### src/rtl/debounce_pkg.sv
// Shared types and sizing helpers for the multi-channel pushbutton debouncer.
package debounce_pkg;

    typedef enum logic [1:0] {
        StIdle   = 2'd0,
        StHold   = 2'd1,
        StRepeat = 2'd2
    } rpt_state_e;

    // Bits needed to hold values 0..max_val (at least one bit).
    function automatic int unsigned cnt_width(input int unsigned max_val);
        return (max_val < 1) ? 1 : $clog2(max_val + 1);
    endfunction

endpackage

### src/rtl/debounce_chan.sv
// One button channel: 2-flop synchroniser, tick-based debounce, edge pulses, hold-to-repeat FSM.
module debounce_chan
    import debounce_pkg::*;
#(
    parameter int unsigned DB_TICKS         = 5,
    parameter int unsigned RPT_DELAY_TICKS  = 500,
    parameter int unsigned RPT_PERIOD_TICKS = 100,
    parameter bit          RESET_VAL        = 1'b0
) (
    input  logic clk_i,
    input  logic rst_ni,
    input  logic tick_i,
    input  logic pbtn_i,
    input  logic rpt_en_i,
    output logic db_o,
    output logic rise_o,
    output logic fall_o,
    output logic rpt_o
);

    localparam int unsigned DbW    = cnt_width(DB_TICKS);
    localparam int unsigned RptMax = (RPT_DELAY_TICKS > RPT_PERIOD_TICKS) ?
                                     RPT_DELAY_TICKS : RPT_PERIOD_TICKS;
    localparam int unsigned RptW   = cnt_width(RptMax);

    localparam logic [DbW-1:0]  DbLast  = DbW'(DB_TICKS - 1);
    localparam logic [RptW-1:0] DlyLast = RptW'(RPT_DELAY_TICKS - 1);
    localparam logic [RptW-1:0] PerLast = RptW'(RPT_PERIOD_TICKS - 1);

    logic            sync1_q, sync2_q;
    logic            db_q, db_d;
    logic [DbW-1:0]  db_cnt_q, db_cnt_d;
    logic            rise_q, rise_d, fall_q, fall_d, rpt_q, rpt_d;
    logic [RptW-1:0] rpt_cnt_q, rpt_cnt_d;
    rpt_state_e      state_q, state_d;

    always_comb begin
        db_d     = db_q;
        db_cnt_d = db_cnt_q;
        if (sync2_q == db_q) begin
            db_cnt_d = '0;
        end else if (tick_i) begin
            if (db_cnt_q == DbLast) begin
                db_d     = sync2_q;
                db_cnt_d = '0;
            end else begin
                db_cnt_d = db_cnt_q + DbW'(1);
            end
        end
        rise_d = db_d & ~db_q;
        fall_d = ~db_d & db_q;
    end

    // Release or disable wins over a repeat that falls due on the same edge.
    always_comb begin
        state_d   = state_q;
        rpt_cnt_d = rpt_cnt_q;
        rpt_d     = 1'b0;
        case (state_q)
            StIdle: begin
                if (rise_d && rpt_en_i) begin
                    state_d   = StHold;
                    rpt_cnt_d = '0;
                end
            end
            StHold: begin
                if (fall_d || !rpt_en_i) begin
                    state_d   = StIdle;
                    rpt_cnt_d = '0;
                end else if (tick_i) begin
                    if (rpt_cnt_q == DlyLast) begin
                        rpt_d     = 1'b1;
                        state_d   = StRepeat;
                        rpt_cnt_d = '0;
                    end else begin
                        rpt_cnt_d = rpt_cnt_q + RptW'(1);
                    end
                end
            end
            StRepeat: begin
                if (fall_d || !rpt_en_i) begin
                    state_d   = StIdle;
                    rpt_cnt_d = '0;
                end else if (tick_i) begin
                    if (rpt_cnt_q == PerLast) begin
                        rpt_d     = 1'b1;
                        rpt_cnt_d = '0;
                    end else begin
                        rpt_cnt_d = rpt_cnt_q + RptW'(1);
                    end
                end
            end
            default: begin
                state_d   = StIdle;
                rpt_cnt_d = '0;
            end
        endcase
    end

    always_ff @(posedge clk_i or negedge rst_ni) begin
        if (!rst_ni) begin
            sync1_q   <= RESET_VAL;
            sync2_q   <= RESET_VAL;
            db_q      <= RESET_VAL;
            db_cnt_q  <= '0;
            rise_q    <= 1'b0;
            fall_q    <= 1'b0;
            rpt_q     <= 1'b0;
            rpt_cnt_q <= '0;
            state_q   <= StIdle;
        end else begin
            sync1_q   <= pbtn_i;
            sync2_q   <= sync1_q;
            db_q      <= db_d;
            db_cnt_q  <= db_cnt_d;
            rise_q    <= rise_d;
            fall_q    <= fall_d;
            rpt_q     <= rpt_d;
            rpt_cnt_q <= rpt_cnt_d;
            state_q   <= state_d;
        end
    end

    assign db_o   = db_q;
    assign rise_o = rise_q;
    assign fall_o = fall_q;
    assign rpt_o  = rpt_q;

endmodule

### src/rtl/debounce_ar.sv
// N-channel pushbutton debouncer: shared tick generator feeding one debounce_chan per button.
module debounce_ar
    import debounce_pkg::*;
#(
    parameter int unsigned         NUM_BTNS         = 6,
    parameter int unsigned         TICK_CYCLES      = 100000,
    parameter int unsigned         DB_TICKS         = 5,
    parameter int unsigned         RPT_DELAY_TICKS  = 500,
    parameter int unsigned         RPT_PERIOD_TICKS = 100,
    parameter logic [NUM_BTNS-1:0] RESET_VAL        = NUM_BTNS'(1)
) (
    input  logic                clk,
    input  logic                reset,
    input  logic [NUM_BTNS-1:0] pbtn_in,
    input  logic [NUM_BTNS-1:0] rpt_en,
    output logic [NUM_BTNS-1:0] pbtn_db,
    output logic [NUM_BTNS-1:0] rise,
    output logic [NUM_BTNS-1:0] fall,
    output logic [NUM_BTNS-1:0] rpt
);

    if (TICK_CYCLES < 2) begin : g_bad_tick_cycles
        $error("debounce_ar: TICK_CYCLES must be >= 2");
    end
    if (DB_TICKS < 1 || RPT_DELAY_TICKS < 1 || RPT_PERIOD_TICKS < 1) begin : g_bad_ticks
        $error("debounce_ar: all *_TICKS parameters must be >= 1");
    end

    localparam int unsigned        TickW    = cnt_width(TICK_CYCLES - 1);
    localparam logic [TickW-1:0]   TickLast = TickW'(TICK_CYCLES - 1);

    logic [TickW-1:0] tick_cnt_q, tick_cnt_d;
    logic             tick;

    always_comb begin
        tick       = (tick_cnt_q == TickLast);
        tick_cnt_d = tick ? '0 : tick_cnt_q + TickW'(1);
    end

    always_ff @(posedge clk or negedge reset) begin
        if (!reset) begin
            tick_cnt_q <= '0;
        end else begin
            tick_cnt_q <= tick_cnt_d;
        end
    end

    for (genvar i = 0; i < int'(NUM_BTNS); i++) begin : g_chan
        debounce_chan #(
            .DB_TICKS         (DB_TICKS),
            .RPT_DELAY_TICKS  (RPT_DELAY_TICKS),
            .RPT_PERIOD_TICKS (RPT_PERIOD_TICKS),
            .RESET_VAL        (RESET_VAL[i])
        ) u_chan (
            .clk_i    (clk),
            .rst_ni   (reset),
            .tick_i   (tick),
            .pbtn_i   (pbtn_in[i]),
            .rpt_en_i (rpt_en[i]),
            .db_o     (pbtn_db[i]),
            .rise_o   (rise[i]),
            .fall_o   (fall[i]),
            .rpt_o    (rpt[i])
        );
    end

endmodule

### config.mk
export PLATFORM = sky130hd
export DESIGN_NAME = debounce_ar
export DESIGN_NICKNAME = d
export VERILOG_FILES = /design/src/rtl/debounce_pkg.sv /design/src/rtl/debounce_chan.sv /design/src/rtl/debounce_ar.sv
export SDC_FILE = /design/constraint.sdc
export NUM_CORES = 1
export LEC_CHECK = 0
export ABC_AREA = 1
export ABC_CLOCK_PERIOD_IN_PS = 2350
export CORE_MARGIN = 2
export CORE_UTILIZATION = 35
export DETAILED_ROUTE_END_ITERATION = 7
export SYNTH_ARGS = -nofsm -noshare
export SYNTH_HDL_FRONTEND = slang
export SYNTH_SLANG_ARGS = --single-unit
### constraint.sdc
create_clock -name clk -period 2.35 [get_ports clk]
set_input_delay 0.235 -clock clk [delete_from_list [all_inputs] [get_ports clk]]
set_output_delay 0.235 -clock clk [all_outputs]
set_load 0.005 [all_outputs]
Yosys cells after proc, flatten, opt, wreduce, memory -nomap -nowiden
Cells that the tools add are included.
{"block": "totals", "ff_bits": 137, "word_cells": 364, "input_bits": 14, "output_inout_bits": 24}
{"block": "classes", "n_bitwise": 24, "n_mux": 163, "eq_ne": 67, "n_addsub": 13, "n_reduce_logical": 42}
{"op": "$mux 9", "count": 42}
{"op": "$pmux 9 s3", "count": 6}
{"op": "$mux 2", "count": 30}
{"op": "$add 9x1->9 const B", "count": 6}
{"op": "$eq 9x7->1 const B", "count": 6}
{"op": "$eq 9x9->1 const B", "count": 6}
{"op": "$mux 1", "count": 54}
{"op": "$mux 3", "count": 18}
{"op": "$pmux 2 s3", "count": 6}
{"op": "$ne 3x1->1 const B", "count": 10}
{"op": "$ne 2x1->1 const B", "count": 12}
{"op": "$ne 3x2->1 const B", "count": 8}
{"op": "$reduce_and 4->1", "count": 6}
{"op": "$add 3x1->3 const B", "count": 6}
{"op": "$eq 3x3->1 const B", "count": 6}
{"op": "$reduce_and 3->1", "count": 6}
{"op": "$add 17x1->17 const B", "count": 1}
{"op": "$eq 17x17->1 const B", "count": 1}
{"op": "$mux 17", "count": 1}
{"op": "$and 1x1->1", "count": 12}
{"op": "$eq 2x1->1 const B", "count": 6}
{"op": "$eq 2x2->1 const B", "count": 6}
{"op": "$logic_not 2->1", "count": 6}
{"op": "$not 1->1", "count": 12}
{"op": "other kinds (6)", "count": 36}

Logic depth before layout (Yosys ltp)
{"block": "logic_depth", "depth_word": 9, "depth_mapped": 13}

Cells and area by module
From an unflattened synthesis, not the netlist that was laid out.
{"block": "unflattened", "cells_unflattened": 1161, "hier_area_um2": 9013.6}
{"mod": "debounce_chan (g_chan[1].u_chan ...)", "n_inst": 3, "seq_area_each_um2": 500.5, "cells_each": 169, "area_each_um2": 1335.0}
{"mod": "debounce_chan (g_chan[5].u_chan)", "n_inst": 1, "seq_area_each_um2": 500.5, "cells_each": 177, "area_each_um2": 1362.6}
{"mod": "debounce_chan (g_chan[0].u_chan)", "n_inst": 1, "seq_area_each_um2": 504.2, "cells_each": 169, "area_each_um2": 1338.8}
{"mod": "debounce_chan (g_chan[4].u_chan)", "n_inst": 1, "seq_area_each_um2": 500.5, "cells_each": 170, "area_each_um2": 1328.8}
{"mod": "debounce_ar", "n_inst": 1, "seq_area_each_um2": 425.4, "cells_each": 138, "area_each_um2": 978.4}

Worst setup path before layout
OpenSTA, ideal clock, no wires.
{"block": "synth_path", "path_type": "flip-flop to flip-flop", "from": "register tick_cnt_q[0]", "to": "register g_chan[0].u_chan.state_q[1]", "arrival_ns": 1.723, "setup_time_ns": 0.125, "path_stages_with_launch": 12, "n_path_buf": 2, "setup_slack_ns": 0.503, "required_ns": 2.225, "path_cell_list": "dfrtp_1 -> ha_1 -> nand2_1 -> nor2_1 -> nand3_2 -> nor2_8 -> buf_8 -> nand4_2 -> nand2_2 -> nand3_2 -> buf_6 -> a21boi_1"}
{"block": "synth_via", "elab_chain_cells": 8, "word_cells_on_any_way": 15}
{"element": "start: declaration", "line_no": "debounce_ar.sv:32", "text": "logic [TickW-1:0] tick_cnt_q, tick_cnt_d;"}
{"element": "start signal: assignment", "line_no": "debounce_ar.sv:44", "text": "tick_cnt_q <= tick_cnt_d;"}
{"element": "$eq 17x17->1 (*)", "line_no": "debounce_ar.sv:36", "text": "tick = (tick_cnt_q == TickLast);"}
{"element": "$mux 1", "line_no": "debounce_chan.sv:42", "text": "end else if (tick_i) begin"}
{"element": "$mux 1", "line_no": "debounce_chan.sv:40", "text": "if (sync2_q == db_q) begin"}
{"element": "$not 1->1", "line_no": "debounce_chan.sv:51", "text": "fall_d = ~db_d & db_q;"}
{"element": "$and 1x1->1", "line_no": "debounce_chan.sv:51"}
{"element": "$logic_or 1x1->1", "line_no": "debounce_chan.sv:67, debounce_chan.sv:81"}
{"element": "$ne 3x1->1 (no line) (tied with other cells)"}
{"element": "$reduce_and 4->1 (no line) / $pmux 2 s3 (equally long branches)"}
{"element": "end signal: assignment", "line_no": "debounce_chan.sv:110", "text": "state_q <= StIdle;"}
{"element": "end signal: assignment", "line_no": "debounce_chan.sv:120", "text": "state_q <= state_d;"}
{"element": "end: declaration", "line_no": "debounce_chan.sv:35", "text": "rpt_state_e state_q, state_d;"}
Every way passes the cells marked *; elsewhere a longest branch is shown, timed or not.
A chain may end at the register's enable or synchronous reset.

Final worst setup path
{"block": "layout_path", "from": "register tick_cnt_q[0]", "to": "register g_chan[1].u_chan.rpt_cnt_q[7]"}
{"block": "layout_via", "elab_chain_cells": 8, "word_cells_on_any_way": 15}
{"element": "$eq 17x17->1 (*)", "line_no": "debounce_ar.sv:36"}
{"element": "$mux 1", "line_no": "debounce_chan.sv:42"}
{"element": "$mux 1", "line_no": "debounce_chan.sv:40"}
{"element": "$not 1->1", "line_no": "debounce_chan.sv:51"}
{"element": "$and 1x1->1", "line_no": "debounce_chan.sv:51"}
{"element": "$logic_or 1x1->1", "line_no": "debounce_chan.sv:67, debounce_chan.sv:81"}
{"element": "$ne 3x2->1 (no line) (tied with other cells)"}
{"element": "$reduce_and 3->1 (no line) / $pmux 9 s3 (equally long branches)"}
{"element": "end signal: assignment", "line_no": "debounce_chan.sv:119", "text": "rpt_cnt_q <= rpt_cnt_d;"}
{"element": "end: declaration", "line_no": "debounce_chan.sv:34", "text": "logic [RptW-1:0] rpt_cnt_q, rpt_cnt_d;"}
Marked as above.

==> metrics <==
outcome complete, no violations; met2 Use GR 24.3%; gr ovfl total 0; Sum Neg Setup Slack 0 ps; syn nets 1132; Post-synth EDFFs 0; area delta synth->final 15.6%; yosys warns 0; async set or reset register ratio after synthesis 100%; Seq/Total Area, Yosys 41.0%; synth top area cells dfrtp_1 (40%), nand2_1 (11%), nand3_1 (6.3%); MaxCap Viol Count 0; WP data required 2650 ps; Total Routing Usage GR 14.8%; Bufs on Longest Clock Path 2; Ports 38; clk_skew 16.1 ps; Final Critical Period 2100 ps; site row count 56; Worst slew margin 64.3%; clk_lat worst skew 420 ps; DRT iter0 DRCs 353; # fillers 2350; vias post-DR 6945; Routed WL 17.4 mm; H-tree Lvls 4; Vias/cell 4.82; WP data arrival 2400 ps; Fmax 476 MHz; hold path startpoint pbtn_in[0]; Max IR drop VDD 0.000410 V; r2r startpoint tick_cnt_q[0]; number of global-route vias before repair 6625; R2R cell count 11; Final setup viols 0; Routed Antenna Nets 0; top-area cell type share of the netlist area 40.0%; total leakage power 4.46 nW; PD cells 730 nW/um^2; met1 Track Usage GR 19.7%; CP Max Fanout 18; final number of max-transition violations 0; post-route DRC violation count 0; RR Endpoint g_chan[1].u_chan.rpt_cnt_q[7]; final instance area 9680 sq um; clock slew at reported path FFs 60 ps; layout cells sized above 1 9.18%; Initial Util 35.7%; commonest non-fill, non-tap cell in the layout nand2_1; Cell variety after synth 44; crit path from tick_cnt_q[0]; worst slew pin tran 536 ps; largest net degree at the start of global routing 55; clock tree sinks 137; critical path class flop to flop; Hold EP g_chan[0].u_chan.sync1_q; flops & latches, synth 137; global-route wire length before repair 30.4 mm; initial antenna violation count 0; DR WL/cell 12.1 microns; RSZ-0062 raised after global routing no; Startpoint Class flop; Die X 159 microns; die area 25200 sq um; DPL Wire Length 12.1 mm; WHS Path Cells 1; Final period util 89.5%; area of the multi-input gates 4140 sq um; nets@finish 1160; Final Hold Fails 0; CTS Buf Count 17; worst reg-to-reg setup slack 250 ps; layer with the highest usage met2; postcts setup bufs 0; hold slack 224 ps; leading area contributor after synthesis dfrtp_1; antenna cells 0; IO buf count 37; Synth Flop Type dfrtp_1; Initial DRT Pass Iterations 5; DP Area 8940 sq um; Root Buffer clkbuf_16; sequential cell area 3430 sq um; Die Span Y 159 microns; cell count after synthesis 1081; GPL Wtd Cong 0.867; met3 Track Usage GR 2.97%; synthesized area 8370 sq um; Hold WC Path Type primary input to flop; syn_area_per_cell 7.75 sq um; core area 23500 sq um; CTS tree done; Critical Path Sink Type flop; most frequent cells in the layout nand2_1 (245), inv_1 (136), dfrtp_1 (134), nand3_1 (105), nor2_1 (98)
-- flip-flops by register name, summed over array words and instances (netlist names), 12 cells and up --
| signal | flops |
|---|---|
| g_chan.u_chan.rpt_cnt_q | 54 |
| g_chan.u_chan.db_cnt_q | 18 |
| tick_cnt_q | 17 |
| g_chan.u_chan.state_q | 12 |
-- worst max-delay path, stage by stage, from the launching register on --
cell and delay (ps):
dfrtp_1 360, ha_1 210, nand2_1 90, nor2_2 120
nand3_2 130, nor2_8 160, buf_6 180, nand3_4 130
nand4_1 190, nand3_4 220, nand2_1 130, o21ai_2 50
-- synthesized netlist by cell type (6+ instances only) --
| cell type | count |
|---|---|
| clkbuf_1 | 6 |
| a21oi_1 | 58 |
| nand2_1 | 246 |
| buf_6 | 8 |
| inv_1 | 136 |
| nand3_1 | 106 |
| nand3b_1 | 7 |
| nor2_1 | 99 |
| nand2_2 | 9 |
| ha_1 | 37 |
| xor2_1 | 15 |
| or2_2 | 9 |
| o21ai_0 | 39 |
| nor3_1 | 19 |
| o21ai_1 | 23 |
| nand4_2 | 8 |
| buf_4 | 24 |
| dfrtp_1 | 134 |
| nand4_1 | 44 |
| nand2_4 | 6 |
-- cell families (layout without fill, tap and decap cells) --
group | Yosys count | count (layout) | synth area share [%]
buffers and inverters | 181 | 221 | 10.1
adders and majority gates | 37 | 37 | 5.53
xor gates and xnor gates | 19 | 19 | 1.99
AOI/OAI and AO/OA | 136 | 136 | 8.73
DFF | 137 | 137 | 41.0
and+or+nand+nor | 571 | 572 | 32.7
-- layout make-up --
cell class / instances / area share, %
flip-flops and latches: 137 / 35.4
multi-input cells: 764 / 42.8
clock buffers: 19 / 4.57
well taps: 319 / 4.12
clock inverters: 13 / 2.56
inverters: 139 / 5.39
repair buffers: 50 / 5.17
-- where the power goes --
part / internal [W] / switching (W) / leakage, nW / total [W]
logic: 0.000405 / 0.00101 / 2.28 / 0.00141
clock network: 0.00212 / 0.00102 / 0.329 / 0.00314
registers: 0.00245 / 0.0000701 / 1.85 / 0.00252
-- what timing repair did --
action / in CTS / in global routing
hold buffers: 1 / 0
endpoints found under the setup margin: 0 / 27
endpoints found under the hold margin: 50 / 0
resized for setup: 0 / 7
-- worst max path at each step --
stage / endpoint / slack, ps / cells after the start
floorplan: g_chan[0].u_chan.state_q[1] / 500 / 11
global placement: g_chan[1].u_chan.rpt_cnt_q[7] / 230 / 11
detailed placement: g_chan[1].u_chan.rpt_cnt_q[4] / 190 / 11
CTS: g_chan[1].u_chan.rpt_cnt_q[7] / 140 / 11
global route: g_chan[2].u_chan.rpt_cnt_q[0] / 8 / 11
finish: g_chan[1].u_chan.rpt_cnt_q[7] / 250 / 11
-- stage by stage --
stage               std cells  power [W]  util [%]  setup slack [ps]
global route             1441    0.00746      41.3              7.63
floorplan                1081    0.00366         -               503
finish                   1441    0.00707      41.3               247
global placement         1407    0.00394      38.1               229
CTS                      1440    0.00714      41.1               144
detailed placement       1407    0.00396      38.1               186
-- per-layer routing --
| layer | vias to the layer above | wire length [microns] |
|---|---|---|
| met1 | 3222 | 8640 |
| li1 | 3593 | - |
| met4 | 0 | 157 |
| met5 | - | 0 |
| met3 | 16 | 602 |
| met2 | 114 | 8030 |
No activity file was read; power rests on OpenSTA's default activity.
